File: src/rtl/crc4_pkg.sv
// rtl/crc4_pkg.sv - shared types and widths for the CRC-4 check engine
package crc4_pkg;

    localparam int CRC_W  = 4;
    localparam int POLY_W = 5;

    typedef enum logic [1:0] {
        IDLE  = 2'd0,
        SHIFT = 2'd1,
        DONE  = 2'd2
    } crc_state_t;

    typedef logic [CRC_W-1:0] crc_t;

endpackage

File: src/rtl/crc4_step.sv
// rtl/crc4_step.sv - one serial CRC-4 division step (rem, bit, poly) -> next rem
module crc4_step
    import crc4_pkg::*;
(
    input  crc_t              i_rem,
    input  logic              i_bit,
    input  logic [POLY_W-1:0] i_poly,
    output crc_t              o_rem
);

    logic [POLY_W-1:0] t;

    // Shift the next message bit in; subtract the generator when the top bit is set.
    // A polynomial with bit 4 clear still follows the same rule.
    always_comb begin
        t = {i_rem, i_bit};
        if (t[POLY_W-1]) begin
            t = t ^ i_poly;
        end
        o_rem = t[CRC_W-1:0];
    end

endmodule

File: src/rtl/crc4_check_ctrl.sv
// rtl/crc4_check_ctrl.sv - serial CRC-4 check controller; error counter under CRC4_CHECK_CTRL_ERRCNT_EN
module crc4_check_ctrl
    import crc4_pkg::*;
#(
    parameter int WCODE = 4
) (
    input  logic              i_clk,
    input  logic              i_rst_n,
    input  logic              i_valid,
    output logic              o_ready,
    input  logic [WCODE-1:0]  i_data,
    input  logic [POLY_W-1:0] i_poly,
    input  logic [CRC_W-1:0]  i_crc,
    input  logic              i_flush,
    output logic              o_valid,
    input  logic              i_ready,
    output logic [CRC_W-1:0]  o_crc,
    output logic              o_err,
    output logic              o_busy,
    output logic [7:0]        o_err_cnt
);

    localparam int LEN   = WCODE + CRC_W;
    localparam int CNT_W = $clog2(LEN);

    crc_state_t        state_q, state_d;
    logic [LEN-1:0]    msg_q, msg_d;
    logic [POLY_W-1:0] poly_q, poly_d;
    crc_t              rem_q, rem_d;
    logic [CNT_W-1:0]  cnt_q, cnt_d;
    crc_t              hold_crc_q, hold_crc_d;
    logic              hold_err_q, hold_err_d;
    crc_t              step_rem;
    logic              res_take;

    crc4_step u_step (
        .i_rem  (rem_q),
        .i_bit  (msg_q[LEN-1]),
        .i_poly (poly_q),
        .o_rem  (step_rem)
    );

    // A result leaves only when taken downstream and not aborted in the same cycle.
    assign res_take = (state_q == DONE) && i_ready && !i_flush;

    // Next-state and datapath updates: accept in IDLE, one division step per SHIFT cycle,
    // hand over the remainder in DONE.
    always_comb begin
        state_d    = state_q;
        msg_d      = msg_q;
        poly_d     = poly_q;
        rem_d      = rem_q;
        cnt_d      = cnt_q;
        hold_crc_d = hold_crc_q;
        hold_err_d = hold_err_q;
        case (state_q)
            IDLE: begin
                if (i_valid) begin
                    msg_d   = {i_data, i_crc};
                    poly_d  = i_poly;
                    rem_d   = '0;
                    cnt_d   = CNT_W'(LEN - 1);
                    state_d = SHIFT;
                end
            end
            SHIFT: begin
                if (i_flush) begin
                    state_d = IDLE;
                end else begin
                    rem_d = step_rem;
                    msg_d = msg_q << 1;
                    if (cnt_q == '0) begin
                        state_d = DONE;
                    end else begin
                        cnt_d = cnt_q - 1'b1;
                    end
                end
            end
            DONE: begin
                if (i_flush) begin
                    state_d = IDLE;
                end else if (res_take) begin
                    hold_crc_d = rem_q;
                    hold_err_d = |rem_q;
                    state_d    = IDLE;
                end
            end
            default: begin
                state_d = IDLE;
            end
        endcase
    end

    // Controller and datapath registers.
    always_ff @(posedge i_clk or negedge i_rst_n) begin
        if (!i_rst_n) begin
            state_q    <= IDLE;
            msg_q      <= '0;
            poly_q     <= '0;
            rem_q      <= '0;
            cnt_q      <= '0;
            hold_crc_q <= '0;
            hold_err_q <= 1'b0;
        end else begin
            state_q    <= state_d;
            msg_q      <= msg_d;
            poly_q     <= poly_d;
            rem_q      <= rem_d;
            cnt_q      <= cnt_d;
            hold_crc_q <= hold_crc_d;
            hold_err_q <= hold_err_d;
        end
    end

    assign o_ready = (state_q == IDLE);
    assign o_busy  = (state_q != IDLE);
    assign o_valid = (state_q == DONE);
    assign o_crc   = (state_q == DONE) ? rem_q  : hold_crc_q;
    assign o_err   = (state_q == DONE) ? |rem_q : hold_err_q;

`ifdef CRC4_CHECK_CTRL_ERRCNT_EN
    logic [7:0] err_cnt_q, err_cnt_d;

    // Count delivered erroneous results, saturating at 255.
    always_comb begin
        err_cnt_d = err_cnt_q;
        if (res_take && (rem_q != '0) && (err_cnt_q != 8'hff)) begin
            err_cnt_d = err_cnt_q + 8'd1;
        end
    end

    // Error counter register, cleared only by reset.
    always_ff @(posedge i_clk or negedge i_rst_n) begin
        if (!i_rst_n) begin
            err_cnt_q <= '0;
        end else begin
            err_cnt_q <= err_cnt_d;
        end
    end

    assign o_err_cnt = err_cnt_q;
`else
    assign o_err_cnt = '0;
`endif

endmodule

File: config.mk
export PLATFORM = sky130hd
export DESIGN_NAME = crc4_check_ctrl
export DESIGN_NICKNAME = d
export VERILOG_FILES = /design/src/rtl/crc4_pkg.sv /design/src/rtl/crc4_step.sv /design/src/rtl/crc4_check_ctrl.sv
export SDC_FILE = /design/constraint.sdc
export NUM_CORES = 1
export LEC_CHECK = 0
export BUFFER_PORTS_ARGS = -buffer_cell sky130_fd_sc_hd__buf_2
export CAP_MARGIN = 20
export CORE_MARGIN = 2
export CORE_UTILIZATION = 40
export DETAILED_ROUTE_END_ITERATION = 8
export HOLD_SLACK_MARGIN = 0.1
export PLACE_DENSITY = 0.67
export SYNTH_ARGS = -nofsm -noshare
export SYNTH_HDL_FRONTEND = slang
export SYNTH_SLANG_ARGS = --single-unit
File: constraint.sdc
create_clock -name i_clk -period 2 [get_ports i_clk]
set_clock_uncertainty 0.05 [all_clocks]
set_input_delay 0.4 -clock i_clk [delete_from_list [all_inputs] [get_ports i_clk]]
set_output_delay 0.4 -clock i_clk [all_outputs]
set_load 0.02 [all_outputs]
==> results.json <==
{
  "largest_net_degree_at_the_start_of_global_routing": 27,
  "number_of_antenna_violations_at_the_first_check_in_global_routing": 0,
  "setup.worst_path.end_class": "primary output",
  "cp_max_fo": 6,
  "grt_pass1_wl_mm": 4.27,
  "rsz_0062_raised_after_global_routing": "false",
  "die_area_sq_mm": 0.00419,
  "layout_common_cells": "sky130_fd_sc_hd__dfrtp_1 (25), sky130_fd_sc_hd__buf_2 (24), sky130_fd_sc_hd__nand2_1 (17)",
  "layout-drive-gt1-share_pct": 41.0,
  "floorplan.die.width_um": 64.7,
  "globalRouteOverflowTotal": 0,
  "layout.filler_cells": 351,
  "fin_setup_tns_ps": 0,
  "synth-seq-cells": 26,
  "final_critical_path_setup_slack_ps": 177,
  "power_density_mw_per_mm2": 1040,
  "vias_per_cell": 4.81,
  "die_y_um": 64.7,
  "clock.fmax_mhz": 549,
  "cts.sink_count": 26,
  "clock-root-buffer": "sky130_fd_sc_hd__clkbuf_8",
  "port_buffers": 24,
  "design.final.nets": 165,
  "vias": 924,
  "detail-route-antenna-nets": 0,
  "first_global_vias": 956,
  "worst_setup_hold_path_clk_slew_ps": 90,
  "dpl_worst_slack_ps": 242,
  "synth.top_cells.by_area": "sky130_fd_sc_hd__dfrtp_1 (44%), sky130_fd_sc_hd__mux2_4 (14%), sky130_fd_sc_hd__mux2_2 (6.1%)",
  "run_status": "finished, final reports clean",
  "synth-edff-count": 0,
  "insertedDiodeCount": 0,
  "worstMarginPinSlew_ps": 585,
  "totalWireLength_mm": 2.41,
  "syn_to_final_growth_pct": 12.3,
  "post-route-drc-count": 0,
  "dpl.cell_count": 187,
  "postSynth.topFlopCell": "sky130_fd_sc_hd__dfrtp_1",
  "setup_slack_of_the_most_critical_reg_to_reg_path_ps": 300,
  "synth-seq-area-share_pct": 44.1,
  "max_cap_viol_count": 0,
  "routabilityCongestion": 0.683,
  "detailedPlacementHpwl_mm": 1.86,
  "hold_viol_final": 0,
  "std_cell_rows": 22,
  "synthArstFlopShare_pct": 100,
  "vdd.ir_drop.worst_v": 0.000452,
  "synth.yosys.warnings": 0,
  "worstPathRequired_ps": 1550,
  "globalRouteTotalUtil_pct": 13.2,
  "cts_max_level": 1,
  "fin_crit_ps": 1820,
  "gate_count_of_the_mapped_netlist": 122,
  "drv_slew": 0,
  "synthesis.area_per_instance_sq_um": 12.1,
  "finish.cell_count_without_fillers": 192,
  "ios": 34,
  "post_synthesis_cell_area_sq_mm": 0.00148,
  "initial_utilization_pct": 40.9,
  "worst_path_arrival_time_ps": 1370,
  "drtIter0Drc": 41,
  "critPathKind": "reg2out",
  "timing.final.setup_violations": 0,
  "clock_tree.buffer_depth": 2,
  "power.leakage_nw": 0.840,
  "yosys.area.top_type": "sky130_fd_sc_hd__dfrtp_1",
  "final_common_cell": "sky130_fd_sc_hd__dfrtp_1",
  "timing.critical_path.from_type": "register",
  "numCtsBuffers": 3,
  "firstDrtPassIters": 2,
  "synth_cell_types": 36,
  "synthDominantCellAreaShare_pct": 44.1,
  "final_cycle_utilization_of_the_critical_path_pct": 91.2,
  "fp.coreArea_sq_mm": 0.00361,
  "cts_tree": "built",
  "detail_route.wl_per_cell_um": 12.6,
  "worst_skew_pair.late_latency_ps": 270,
  "worst_hold_class": "in2reg",
  "worst_slew_margin_rel_pct": 61.0
}
cells in the mapped netlist, types with 3 or more instances:
master	number
sky130_fd_sc_hd__nand2b_1	5
sky130_fd_sc_hd__buf_4	8
sky130_fd_sc_hd__nand2_1	17
sky130_fd_sc_hd__a22o_1	4
sky130_fd_sc_hd__mux2_2	8
sky130_fd_sc_hd__inv_1	3
sky130_fd_sc_hd__xnor2_1	3
sky130_fd_sc_hd__nor2_1	4
sky130_fd_sc_hd__mux2_4	14
sky130_fd_sc_hd__dfrtp_1	26
critical path: stages, from the launching register on:
cell	delay, ps
sky130_fd_sc_hd__dfrtp_1	460
sky130_fd_sc_hd__nor4_1	360
sky130_fd_sc_hd__o21ai_0	120
sky130_fd_sc_hd__buf_2	170
final timing paths:
path                                        start                         to  depth (start not counted)
setup / recovery             rem_q[2]$_DFFE_PN0P_                      o_err                          3
hold / removal                            i_flush     state_q[1]$_DFFE_PN0P_                          2
setup reg to reg           state_q[0]$_DFFE_PN0P_       msg_q[2]$_DFFE_PN0P_                          3
hold reg to reg              cnt_q[0]$_DFFE_PN0P_       cnt_q[0]$_DFFE_PN0P_                          1
max in group asynchronous                 i_rst_n     state_q[1]$_DFFE_PN0P_                          2
min in group asynchronous                 i_rst_n  hold_crc_q[2]$_DFFE_PN0P_                          2
repair_timing:
item | in CTS | in global routing
endpoints found under the hold margin | 26 | 0
hold buffers | 1 | 0
setup endpoints to repair | 5 | 6
buffers inserted | 0 | 0
pin swaps | 0 | 0
gates resized for setup | 1 | 2
kinds of logic (layout without fill, tap and decap cells):
logic type / count (synthesis) / after routing / synth area share, %
xor gates and xnor gates: 3 / 3 / 1.78
other: 1 / 8 / 0.254
DFF: 26 / 26 / 44.1
and+or+nand+nor: 33 / 33 / 13.1
muxes: 23 / 23 / 21.0
buffers and inverters: 18 / 33 / 8.82
adders and majority gates: 2 / 2 / 1.70
AOI/OAI and AO/OA: 16 / 16 / 9.16
registers in the layout, summed over array words and instances (netlist names):
| signal | flops |
|---|---|
| cnt_q | 3 |
| state_q | 2 |
| rem_q | 4 |
| msg_q | 8 |
| poly_q | 4 |
| hold_crc_q | 4 |
| hold_err_q | 1 |
layout make-up:
type	instances	area [sq um]	share of cell area, %
clock buffers	3	41.3	2.49
clock inverters	1	30.0	1.81
inverters	4	15.0	0.906
multi-input cells	85	728	44.0
flip-flops and latches	26	652	39.4
well taps	48	60.1	3.63
repair buffers	25	130	7.85
report_power, final:
group | total [mW] | switching [mW] | internal, mW
sequential | 0.796 | 0.134 | 0.662
clock | 0.438 | 0.170 | 0.268
combinational | 0.487 | 0.182 | 0.305
total | 1.72 | 0.486 | 1.23
per-stage QoR:
stage               hold slack (ps)  power [mW]  instance area [sq um]  utilization [%]
floorplan                      54.4        1.20                   1500                -
global placement                379        1.27                   1570             43.4
detailed placement              390        1.30                   1570             43.4
CTS                             274        1.74                   1650             45.7
global route                    281        1.84                   1660             45.9
finish                          282        1.72                   1660             45.9
metal layers:
layer / vias to the layer above / GRT usage [%] / share of wire (%)
li1: 449 / - / -
met1: 455 / 16.3 / 45
met2: 18 / 23.6 / 51
met3: 2 / 2.08 / 3.3
met4: 0 / 3.99 / 0.66
met5: - / 0 / 0
Power figures use the tool's default switching activity.
